`src/rtl/cordic_pkg.sv`:
```
// Shared definitions for the CORDIC front end: fixed-point angle constants,
// IEEE-754 single-precision exponent limits and the range-reduction FSM states.
package cordic_pkg;

    // pi/2 and pi/4 with 30 fraction bits
    localparam logic [31:0] PI_2 = 32'h6487ED51;
    localparam logic [31:0] PI_4 = PI_2 >> 1;

    localparam int unsigned EXP_BIAS   = 127;
    localparam int unsigned FP_EXP_MAX = 255;

    typedef enum logic [1:0] {
        IDLE,
        REDUCE,
        ADJUST,
        DONE
    } state_t;

endpackage

```
`src/rtl/fp_unpack.sv`:
```
// Combinational unpacker for an IEEE-754 single-precision angle.
// Classifies NaN / Inf / over-range (exponent > MAX_EXP) as invalid. Zero and
// subnormal inputs are flushed to magnitude 0. The magnitude is aligned into an
// unsigned fixed-point value with FRAC fraction bits; bits below 2^-FRAC are
// truncated.
//   i_fp      : IEEE-754 single input
//   o_sign    : sign bit of the input
//   o_invalid : input cannot be range-reduced
//   o_mag     : aligned magnitude, W = MAX_EXP+1+FRAC bits (meaningful when valid)
module fp_unpack
    import cordic_pkg::*;
#(
    parameter int unsigned MAX_EXP = 11,
    parameter int unsigned FRAC    = 30,
    localparam int unsigned W      = MAX_EXP + 1 + FRAC
) (
    input  logic [31:0]  i_fp,
    output logic         o_sign,
    output logic         o_invalid,
    output logic [W-1:0] o_mag
);

    // The mantissa is parked W bits up and shifted right by
    // RSH_BASE - exp_field, which equals m * 2^(e-23+FRAC) for every accepted
    // exponent. Very small exponents shift everything out, giving 0.
    localparam int unsigned RSH_BASE = W + 23 - FRAC + EXP_BIAS;

    logic [7:0]    w_exp;
    logic [22:0]   w_frac;
    logic          w_nan;
    logic          w_inf;
    logic          w_over;
    logic          w_zero;
    logic [W+23:0] w_ext;
    logic [9:0]    w_rsh;

    assign w_exp  = i_fp[30:23];
    assign w_frac = i_fp[22:0];

    assign w_nan  = (w_exp == 8'(FP_EXP_MAX)) && (w_frac != '0);
    assign w_inf  = (w_exp == 8'(FP_EXP_MAX)) && (w_frac == '0);
    assign w_over = (w_exp != 8'(FP_EXP_MAX)) &&
                    ({24'd0, w_exp} > (EXP_BIAS + MAX_EXP));
    assign w_zero = (w_exp == '0);

    assign w_ext  = {1'b1, w_frac, {W{1'b0}}};
    assign w_rsh  = 10'(RSH_BASE) - {2'b00, w_exp};

    assign o_sign    = i_fp[31];
    assign o_invalid = w_nan | w_inf | w_over;
    assign o_mag     = w_zero ? '0 : W'(w_ext >> w_rsh);

endmodule

```
`src/rtl/cordic_range_reduce.sv`:
```
// Range reduction of an IEEE-754 single angle modulo pi/2 ahead of the CORDIC
// core. Produces a signed Q2.30 residual in [-pi/4, pi/4] and the quadrant
// k mod 4 such that x = k*pi/2 + theta. One restoring-subtract step per cycle
// over MAX_EXP+1 cycles, then a final fold into the symmetric range.
//   clk, rst_n : clock, synchronous active-low reset
//   start      : request, sampled only in IDLE (and not during valid)
//   angle_in   : IEEE-754 single angle in radians
//   busy       : request in progress
//   valid      : one-cycle result strobe
//   theta      : Q2.30 residual (held between requests)
//   quadrant   : k mod 4 (held between requests)
//   invalid    : NaN, Inf or exponent > MAX_EXP (reported with valid)
module cordic_range_reduce
    import cordic_pkg::*;
#(
    parameter int unsigned MAX_EXP = 11,
    parameter int unsigned FRAC    = 30
) (
    input  logic        clk,
    input  logic        rst_n,
    input  logic        start,
    input  logic [31:0] angle_in,
    output logic        busy,
    output logic        valid,
    output logic [31:0] theta,
    output logic [1:0]  quadrant,
    output logic        invalid
);

    localparam int unsigned W  = MAX_EXP + 1 + FRAC;
    localparam int unsigned CW = $clog2(MAX_EXP + 1);

    state_t         r_state;
    logic [W-1:0]   r_mag;
    logic [CW-1:0]  r_cnt;
    logic [1:0]     r_k;
    logic           r_sign;
    logic           r_busy;
    logic           r_valid;
    logic           r_invalid;
    logic [31:0]    r_theta;
    logic [1:0]     r_quad;

    logic           w_sign;
    logic           w_invalid;
    logic [W-1:0]   w_mag;
    logic [W-1:0]   w_sub;
    logic [1:0]     w_kstep;
    logic           w_gt;
    logic [31:0]    w_res;
    logic [1:0]     w_kadj;
    logic [31:0]    w_theta;
    logic [1:0]     w_quad;

    fp_unpack #(
        .MAX_EXP (MAX_EXP),
        .FRAC    (FRAC)
    ) u_unpack (
        .i_fp      (angle_in),
        .o_sign    (w_sign),
        .o_invalid (w_invalid),
        .o_mag     (w_mag)
    );

    // Step weight pi/2 * 2^cnt; only the low two bits of 2^cnt matter for k.
    assign w_sub   = W'(PI_2) << r_cnt;
    assign w_kstep = (r_cnt == CW'(0)) ? 2'd1 :
                     (r_cnt == CW'(1)) ? 2'd2 : 2'd0;

    // After REDUCE the magnitude is below pi/2, so it fits in 31 bits and the
    // fold to a negative residual can be done in 32-bit two's complement.
    assign w_gt    = r_mag > W'(PI_4);
    assign w_res   = w_gt ? (r_mag[31:0] - PI_2) : r_mag[31:0];
    assign w_kadj  = r_k + {1'b0, w_gt};
    assign w_theta = r_sign ? (32'd0 - w_res) : w_res;
    assign w_quad  = r_sign ? (2'd0 - w_kadj) : w_kadj;

    always_ff @(posedge clk) begin
        if (!rst_n) begin
            r_state   <= IDLE;
            r_mag     <= '0;
            r_cnt     <= '0;
            r_k       <= '0;
            r_sign    <= 1'b0;
            r_busy    <= 1'b0;
            r_valid   <= 1'b0;
            r_invalid <= 1'b0;
            r_theta   <= '0;
            r_quad    <= '0;
        end else begin
            r_valid <= 1'b0;
            case (r_state)
                IDLE: begin
                    if (start && !r_valid) begin
                        r_busy <= 1'b1;
                        if (w_invalid) begin
                            r_state <= DONE;
                        end else begin
                            r_mag   <= w_mag;
                            r_sign  <= w_sign;
                            r_cnt   <= CW'(MAX_EXP);
                            r_k     <= '0;
                            r_state <= REDUCE;
                        end
                    end
                end
                REDUCE: begin
                    if (r_mag >= w_sub) begin
                        r_mag <= r_mag - w_sub;
                        r_k   <= r_k + w_kstep;
                    end
                    if (r_cnt == '0) begin
                        r_state <= ADJUST;
                    end else begin
                        r_cnt <= r_cnt - CW'(1);
                    end
                end
                ADJUST: begin
                    r_theta   <= w_theta;
                    r_quad    <= w_quad;
                    r_invalid <= 1'b0;
                    r_valid   <= 1'b1;
                    r_busy    <= 1'b0;
                    r_state   <= IDLE;
                end
                DONE: begin
                    r_theta   <= '0;
                    r_quad    <= '0;
                    r_invalid <= 1'b1;
                    r_valid   <= 1'b1;
                    r_busy    <= 1'b0;
                    r_state   <= IDLE;
                end
                default: r_state <= IDLE;
            endcase
        end
    end

    assign busy     = r_busy;
    assign valid    = r_valid;
    assign theta    = r_theta;
    assign quadrant = r_quad;
    assign invalid  = r_invalid;

endmodule

```
`config.mk`:
```
export PLATFORM = sky130hd
export DESIGN_NAME = cordic_range_reduce
export DESIGN_NICKNAME = d
export VERILOG_FILES = /design/src/rtl/cordic_pkg.sv /design/src/rtl/fp_unpack.sv /design/src/rtl/cordic_range_reduce.sv
export SDC_FILE = /design/constraint.sdc
export NUM_CORES = 1
export LEC_CHECK = 0
export BUFFER_PORTS_ARGS = -buffer_cell sky130_fd_sc_hd__buf_2
export CAP_MARGIN = 25
export CELL_PAD_IN_SITES_DETAIL_PLACEMENT = 0
export CELL_PAD_IN_SITES_GLOBAL_PLACEMENT = 2
export CORE_MARGIN = 2
export CORE_UTILIZATION = 33
export DETAILED_ROUTE_END_ITERATION = 10
export PLACE_DENSITY_LB_ADDON = 0.1
export SLEW_MARGIN = 10
export SYNTH_ARGS = -nofsm -noshare
export SYNTH_HDL_FRONTEND = slang
export SYNTH_SLANG_ARGS = --single-unit
```
`constraint.sdc`:
```
create_clock -name clk -period 3.7 [get_ports clk]
set_input_delay 0.74 -clock clk [delete_from_list [all_inputs] [get_ports clk]]
set_output_delay 0.74 -clock clk [all_outputs]
set_load 0.02 [all_outputs]
```
Word level (Yosys, flattened, before mapping) --
Index checks and enable logic that the tools add are counted.
Cells by class: add/subtract/negate cells 8, $mul 0, div/mod/pow operators 0, magnitude comparators 3, equality and inequality tests 11, shift-type cells 2, muxes and demuxes 28, bitwise logic cells 3, reductions and logical operators 19
Operators with widths (count):
- 2-to-1 mux 42 bit | 4
- case mux 42 bit (2 select lines) | 1
- >> shifter 66 x 10 -> 42 bit | 1
- 2-to-1 mux 32 bit | 2
- case mux 32 bit (2 select lines) | 1
- >= comparator 42 bit | 1
- greater-than comparator 42 x 30 -> 1 bit (second input constant) | 1
- << shifter 31 x 4 -> 42 bit (first input constant) | 1
- subtractor 42 bit | 1
- subtractor 1 x 32 -> 32 bit (first input constant) | 1
- subtractor 32 x 31 -> 32 bit (second input constant) | 1
- logical NOT 23 bit | 1
- nonzero test 23 bit | 1
- 2-to-1 mux 2 bit | 9
- 2-to-1 mux 4 bit | 3
- != test 2 bit (second input constant) | 5
- subtractor 8 x 8 -> 9 bit (first input constant) | 1
- equality test 8 bit (second input constant) | 1
- greater-than comparator 8 bit (second input constant) | 1
- logical NOT 8 bit | 1
- != test 8 bit (second input constant) | 1
- case mux 2 bit (2 select lines) | 2
- case mux 4 bit (2 select lines) | 1
- AND reduction 4 bit | 2
- 20 further kinds | 30
Word-level totals: bits in registers 88, bits in latches 0, RAM bits 0, ROM bits 0, input bits 35, output and inout bits 37, word-level logic and storage cells 84, memories kept 0

Depth between registers and ports, before layout --
Gate-level depths: netlist (run 1).
depth after elaboration 7, mapped depth 20, gate-level depth less buffers 18

By module --
A second synthesis (run 1) with hierarchy kept.
Unflattened totals: cells, all modules 1675, area total of the unflattened synthesis 11821.3 um2
By module, submodules not included:
- cordic_range_reduce | times used 1, cells each 1305, area each 9302.7 um2, seq. area each 1761.7 um2
- fp_unpack | times used 1, cells each 370, area each 2518.7 um2, seq. area each 0.0 um2

Worst setup path before layout (run 1) --
No wires, ideal clock.
kind flip-flop to flip-flop, start point reg r_cnt[0], end point reg r_k[1], setup time 0.138 ns, arrival 3.957 ns, required time 3.562 ns, path slack -0.395 ns, cell stages (with the launch flop) 15, path buffers 2, clock period less this slack 4.095 ns, path through dfxtp_1 > inv_1 > ha_1 > or2_2 > o21ai_0 > a21oi_1 > ha_1 > nand4_1 > or3_1 > or4_1 > o41ai_1 > o31a_1 > clkbuf_1 > clkbuf_1 > o221ai_1
On the way: word-level cells in the longest chain between the ends 6, elaborated cells on any way between the ends 11, classes of those cells add/sub (1); order compare (1); eq/ne (2); shift (1); mux (4); reduce/logical (2)
Ends and longest elaborated chain:
- from (decl) | RTL line cordic_range_reduce.sv:35 | logic [CW-1:0] r_cnt;
- from (signal assigned) | RTL line cordic_range_reduce.sv:101 | r_cnt <= CW'(MAX_EXP);
- from (signal assigned) | RTL line cordic_range_reduce.sv:115 | r_cnt <= r_cnt - CW'(1);
- branches (longest 6 deep; another with >= comparator 42 bit)
- to (signal assigned) | RTL line cordic_range_reduce.sv:110 | r_k <= r_k + w_kstep;
- to (decl) | RTL line cordic_range_reduce.sv:36 | logic [1:0] r_k;
Several ways; the timed one is not identified. The select of a mux whose other input is x is not followed. A chain may end at the register's enable or synchronous reset.

Worst setup path in the final report (run 1) --
start point reg r_cnt[0], end point reg r_mag[19]
On the way: word-level cells in the longest chain between the ends 4, elaborated cells on any way between the ends 7, classes of those cells add/sub (1); order compare (1); eq/ne (1); shift (1); mux (2); reduce/logical (1)
Ends and longest elaborated chain:
- << shifter 31 x 4 -> 42 bit (*) | RTL line cordic_range_reduce.sv:66 | assign w_sub = W'(PI_2) << r_cnt;
- subtractor 42 bit / >= comparator 42 bit (equally long branches) | RTL line cordic_range_reduce.sv:109, cordic_range_reduce.sv:108
- 2-to-1 mux 42 bit / != test 2 bit (equally long branches)
- case mux 42 bit (2 select lines) / AND reduction 4 bit (equally long branches)
- to (signal assigned) | RTL line cordic_range_reduce.sv:99 | r_mag <= w_mag;
- to (signal assigned) | RTL line cordic_range_reduce.sv:109 | r_mag <= r_mag - w_sub;
- to (decl) | RTL line cordic_range_reduce.sv:34 | logic [W-1:0] r_mag;
Every way passes the cells marked *; elsewhere a longest branch is shown, timed or not. The select of a mux whose other input is x is not followed.

==> qor.txt, run 1 <==
Yosys reg bits -> 88
Ratio of cells with drive above 1 in the final layout -> 33.03%
Hold path cells -> 2
Crit Path Max Fanout -> 13
CP arrival -> 4.09 ns
Most common cell after layout, fill and taps aside -> buf_4
Worst skew pair latency -> 0.38 ns
Highest Clock Rate -> 262.1 MHz
Drt initial violations -> 779
Design Area, Final -> 0.01475 mm^2
IR drop worst, VDD -> 0.2849 mV
Synth warnings -> 0
Starting Density -> 33.66%
Detailed Routing Iterations Pass 1 -> 7
First-pass GRT wire length -> 68320 um
Initial antenna violation count -> 0
Final setup fails -> 35
Placed Area -> 0.01330 mm^2
Max-cap violations -> 0
Fin util -> 46.51%
WL/cell -> 20.41 um
Slew HR -> 32.07%
Worst Tran Pin Value -> 1.014 ns
Largest net degree at the start of global routing -> 49
Reg area -> 0.001772 mm^2
Syn-to-layout area delta -> 38.16%
Total GRT Usage -> 26.11%
Period utilisation layout -> 103.1%
Post-route DRC -> 0
Post-Syn Instances -> 1475
Asr flop ratio synth -> 0%
Final nets -> 1854
# IOs -> 72
Number of I/O port buffers -> 71
Power per cell area -> 607.0 mW/mm^2
Hold Violations, Final -> 0
Mean Syn Cell Area -> 7.239 um^2
CTS Buf Count -> 9
# diodes -> 0
Die height -> 183.9 um
Synth Cell Area -> 0.01068 mm^2
Post-synthesis sequential area ratio -> 16.50%
Hold_ws -> 0.4553 ns
Period minus WS final -> 3.816 ns
Status -> finished, violations left
GPL Wtd Cong -> 0.9682
TritonCTS clock tree -> yes
Netlist cell types -> 90
Multi-input gate area -> 0.009054 mm^2
CTS H-tree depth -> 3
Vias in the first global route -> 11876
# rows -> 65
Crit. End Element -> flip-flop
Reg clk slew, reported paths -> 0.07 ns
ANT nets after route -> 0
Main synth FF type -> dfxtp_1
Violated checks -> negative setup slack
Vias -> 12189
Hold bufs inserted after CTS -> 0
Hold Crit Class -> flip-flop to flip-flop
Worst Skew -> 0.01091 ns
Total power draw -> 0.008956 W
Grt ovf -> 0
Routed vias/inst -> 5.617
CTS Sinks -> 88
Reg2Reg Depth -> 21
Number of fill cells in the layout -> 3319
Die area -> 0.03381 mm^2
Worst Setup Start Kind -> flip-flop
Final Max Slew Viols -> 0
Fin worst setup slack -> -0.1159 ns
P_leak -> 6.301 nW
Final WL -> 44300 um
CTS Buffer Depth -> 2
RSZ-0062 raised after global routing -> true
Post-synth EDFFs -> 0
Post-DP HPWL -> 34960 um
Core area -> 0.03172 mm^2
Die width -> 183.9 um
Mapped Nets -> 1566
Worst setup path class -> flip-flop to flip-flop
WP data required -> 3.97 ns
Root Buffer Master -> clkbuf_16
Commonest non-fill, non-tap cells in the layout -> buf_4 (290), nand2_1 (171), nor2_1 (136)
## sequential cells by signal (all words and copies together), names as in the netlist
name,flops
busy,1
invalid,1
quadrant,2
r_cnt,4
r_k,2
r_mag,42
r_sign,1
r_state,2
theta,32
valid,1
## report_power, final
| part | total, W | switching, W | internal [W] |
|---|---|---|---|
| sequential | 0.00124 | 0.000145 | 0.00110 |
| combinational | 0.00676 | 0.00368 | 0.00308 |
| clock | 0.000953 | 0.000456 | 0.000498 |
## layer usage
| metal | wire length (um) | share of wire, % | GRT usage, % | vias to the layer above |
|---|---|---|---|---|
| met5 | 0 | 0 | 0 | - |
| met4 | 1138 | 2.6 | 7.808 | 0 |
| met3 | 1755 | 4.0 | 3.051 | 53 |
| met2 | 21130 | 48 | 44.97 | 273 |
| met1 | 20270 | 46 | 34.09 | 5815 |
| li1 | - | - | - | 6048 |
## cells by family after synthesis
logic type                 after synthesis  synth area share, %
AOI/OAI and AO/OA                      524                33.71
xor gates and xnor gates               109                8.941
adders and majority gates               56                6.632
buffers and inverters                  145                5.378
DFF                                     88                16.50
muxes                                   47                6.562
and+or+nand+nor                        506                22.28
## final timing paths
check	slack [ns]	from	end
worst max-delay path	-0.12	r_cnt[0]	r_mag[19]
worst min register to register	0.46	theta[0]	theta[0]
worst min-delay path	0.46	theta[0]	theta[0]
worst max register to register	-0.12	r_cnt[0]	r_mag[19]
## synth_stat cells (9+ instances only)
cell | instances | area share (%)
xnor2_1 | 67 | 5.5
o31ai_1 | 19 | 1.3
dfxtp_1 | 88 | 16
a31oi_1 | 25 | 1.5
mux4_2 | 17 | 3.6
buf_2 | 15 | 0.70
a22o_1 | 32 | 2.6
a211oi_1 | 40 | 2.8
o221ai_1 | 11 | 0.90
xor2_1 | 42 | 3.4
nor2b_1 | 10 | 0.59
or3_1 | 13 | 0.76
a21o_1 | 24 | 1.7
clkbuf_1 | 87 | 3.1
nor4_1 | 10 | 0.59
nand3_1 | 30 | 1.4
mux2_2 | 10 | 1.1
nand2b_1 | 18 | 1.1
o21a_1 | 10 | 0.70
buf_1 | 9 | 0.32
mux2i_1 | 19 | 1.8
o211ai_1 | 11 | 0.77
o21ai_0 | 105 | 4.9
a21oi_1 | 124 | 5.8
ha_1 | 55 | 6.4
nor2_1 | 149 | 5.2
nand4_1 | 14 | 0.82
o21bai_1 | 9 | 0.63
inv_1 | 29 | 1.0
nand2_1 | 180 | 6.3
a22oi_1 | 24 | 1.7
o22ai_1 | 12 | 0.70
and3_1 | 11 | 0.64
nor3_1 | 26 | 1.2
o211a_1 | 10 | 0.94
## cell type report
| cell class | instances | share of cell area, % |
|---|---|---|
| Clock inverter | 3 | 0.1696 |
| Multi-Input combinational cell | 1242 | 61.37 |
| Inverter | 32 | 0.8905 |
| Tap cell | 402 | 3.409 |
| Sequential cell | 88 | 12.01 |
| Clock buffer | 13 | 1.764 |
| Timing Repair Buffer | 390 | 20.39 |
## stage by stage
stage / worst slack [ns] / TNS [ns] / std cells
after floorplan: 0.0001334 / 0 / 1475
after global placement: -0.2134 / -6.020 / 2116
after detailed placement: -0.2856 / -8.054 / 2116
after CTS: -0.1112 / -2.226 / 2156
after global routing: -0.2871 / -9.490 / 2170
final: -0.1159 / -2.159 / 2170
## worst max-delay path: stages (launching register included)
cell,delay [ns]
dfxtp_4,0.41
inv_6,0.05
buf_6,0.12
ha_4,0.16
nand2_2,0.07
nand2_2,0.06
buf_6,0.12
nand2_4,0.06
o21ai_2,0.05
ha_1,0.33
a21oi_2,0.21
o21ai_1,0.10
a21o_1,0.17
a21oi_2,0.16
o211ai_1,0.20
a211oi_2,0.32
nor3_2,0.07
o31a_2,0.39
buf_12,0.17
buf_8,0.13
buf_16,0.15
o211a_1,0.20
## timing repair
item                       in CTS  in global routing
buffers inserted               22                 12
resized for setup              78                132
cloned                          3                  3
pin swaps                      25                 37
setup endpoints to repair      44                 54
No activity file was read; power rests on OpenSTA's default activity.
==> inputs of run 2 (changes only) <==
Settings changed: CELL_PAD_IN_SITES_DETAIL_PLACEMENT 0 to unset, CELL_PAD_IN_SITES_GLOBAL_PLACEMENT 2 to unset, CORE_UTILIZATION 33 to 40, PLACE_DENSITY_LB_ADDON 0.1 to unset.
==> run 2 against run 1 <==
Net effect: the run ends with design-rule violations left; sequential power rose by 3%; die area decreased by 17%; maximum frequency increased by 4.9%; global-route usage is 1.9 points higher; critical path depth fell by 4; utilization up 7.2 points; sequential share of layout area is 0.65 points higher; critical endpoint is now r_mag[10]; highest routed layer unchanged.
==> qor.txt, run 2 (synthesized netlist as in run 1, its figures left out) <==
ANT nets after route -> 0
Root Buffer Master -> clkbuf_16
Crit Path Max Fanout -> 6
Fin cells -> 2043
Syn-to-layout area delta -> 31.44%
CTS H-tree depth -> 3
Final nets -> 1793
Drt initial violations -> 1033
Period utilisation layout -> 98.29%
Core area -> 0.02613 mm^2
Number of fill cells in the layout -> 2583
Initial antenna violation count -> 1
TritonCTS clock tree -> yes
CTS Buffer Depth -> 2
WP data required -> 3.95 ns
TNS Setup -> 0 ns
Routed vias/inst -> 6.005
RSZ-0062 raised after global routing -> true
Placed Area -> 0.01288 mm^2
Reg area -> 0.001777 mm^2
CTS Sinks -> 88
Final setup fails -> 0
Reg clk slew, reported paths -> 0.08 ns
Post-route DRC -> 16
Total GRT Usage -> 27.99%
Worst Skew -> 0.01624 ns
GPL Wtd Cong -> 1.027
Final Max Slew Viols -> 0
Biggest register -> r_mag
Die width -> 167.4 um
Worst Tran Pin Value -> 0.8937 ns
Slew HR -> 40.13%
Max-cap violations -> 0
Total power draw -> 0.008639 W
Commonest non-fill, non-tap cells in the layout -> buf_4 (242), nand2_1 (169), nor2_1 (139)
CP arrival -> 3.89 ns
Power per cell area -> 615.6 mW/mm^2
Number of flip-flops in the largest register -> 42
P_leak -> 5.930 nW
Number of I/O port buffers -> 71
Status -> finished, violations left
Starting Density -> 40.86%
First-pass GRT wire length -> 62220 um
Highest Clock Rate -> 275.0 MHz
Placed cell count -> 2006
Hold bufs inserted after CTS -> 0
Vias -> 12268
Die height -> 167.4 um
Worst setup path class -> flip-flop to flip-flop
Hold Crit Class -> flip-flop to flip-flop
CTS Buf Count -> 9
Multi-input gate area -> 0.009019 mm^2
Crit. End Element -> flip-flop
Worst Setup Start Kind -> flip-flop
Period minus WS final -> 3.637 ns
Violated checks -> design-rule violations
Worst skew pair latency -> 0.37 ns
Design Area, Final -> 0.01403 mm^2
IR drop worst, VDD -> 0.3627 mV
Detailed Routing Iterations Pass 1 -> 8
Ratio of cells with drive above 1 in the final layout -> 29.99%
Post-DP HPWL -> 32120 um
Vias in the first global route -> 11424
Grt ovf -> 0
Most common cell after layout, fill and taps aside -> buf_4
# IOs -> 72
Hold Violations, Final -> 0
WL/cell -> 19.90 um
Largest net degree at the start of global routing -> 38
Final WL -> 40650 um
# rows -> 59
Die area -> 0.02802 mm^2
[run 2: cell types whose count changed in the layout (fill, tap and decap cells not counted), sizes merged]
cell	previous run	this run
buf	387	328
clkbuf	16	9
clkinv	3	4
diode	0	1
inv	31	34
o31a	3	4
[run 2: path summary, 6_finish.rpt]
kind	slack, ns	cells after the start	to	from
worst max-delay path	0.06	17	r_mag[10]	r_cnt[0]
worst max register to register	0.06	17	r_mag[10]	r_cnt[0]
worst min register to register	0.46	2	theta[0]	theta[0]
worst min-delay path	0.46	2	theta[0]	theta[0]
[run 2: worst max-delay path: stages, from the launching register on]
cell,delay [ns]
dfxtp_4,0.39
inv_6,0.05
ha_4,0.24
buf_6,0.12
nand2b_4,0.16
o21ai_2,0.15
ha_1,0.27
and3_4,0.22
nand2_2,0.06
o31ai_2,0.07
a21o_1,0.16
a221o_1,0.41
a211oi_4,0.27
nor3_2,0.10
buf_4,0.15
o31a_1,0.35
buf_4,0.16
o211a_1,0.21
[run 2: power by group]
group          leakage, nW  switching, W  internal, W  total, W
Sequential           0.723      0.000185      0.00110   0.00128
Clock                0.145      0.000489     0.000481  0.000970
Combinational         5.06       0.00356      0.00282   0.00639
[run 2: layout make-up]
cell class	count	share of cell area [%]
inverter	32	0.9183
multi-input combinational	1243	64.26
tap	335	2.987
timing repair buffer	328	17.02
sequential	88	12.66
clock buffer	9	1.605
clock inverter	7	0.5349
antenna	1	0.01783
[run 2: timing repair]
action	4_1_cts	5_1_grt
setup buffers	8	14
pin swaps	24	50
endpoints found under the setup margin	44	57
gates cloned	2	0
hold endpoints to repair	0	0
resized for setup	54	110
[run 2: stage by stage]
| step | worst slack, ns | hold slack, ns | util [%] |
|---|---|---|---|
| after CTS | -0.005842 | 0.4664 | 51.72 |
| after detailed placement | -0.2793 | 0.4450 | 49.30 |
| after global placement | -0.1782 | 0.4325 | 49.30 |
| after global routing | -0.05790 | 0.4803 | 53.70 |
| final | 0.06314 | 0.4615 | 53.71 |
| after floorplan | 0.0001334 | 0.4667 | - |
[run 2: layer usage]
layer	up-vias	GRT usage [%]	wire length, um
li1	5938	-	-
met1	5769	35.24	17430
met2	453	46.53	18660
met3	108	4.160	2419
met4	0	14.48	2149
met5	-	0	0
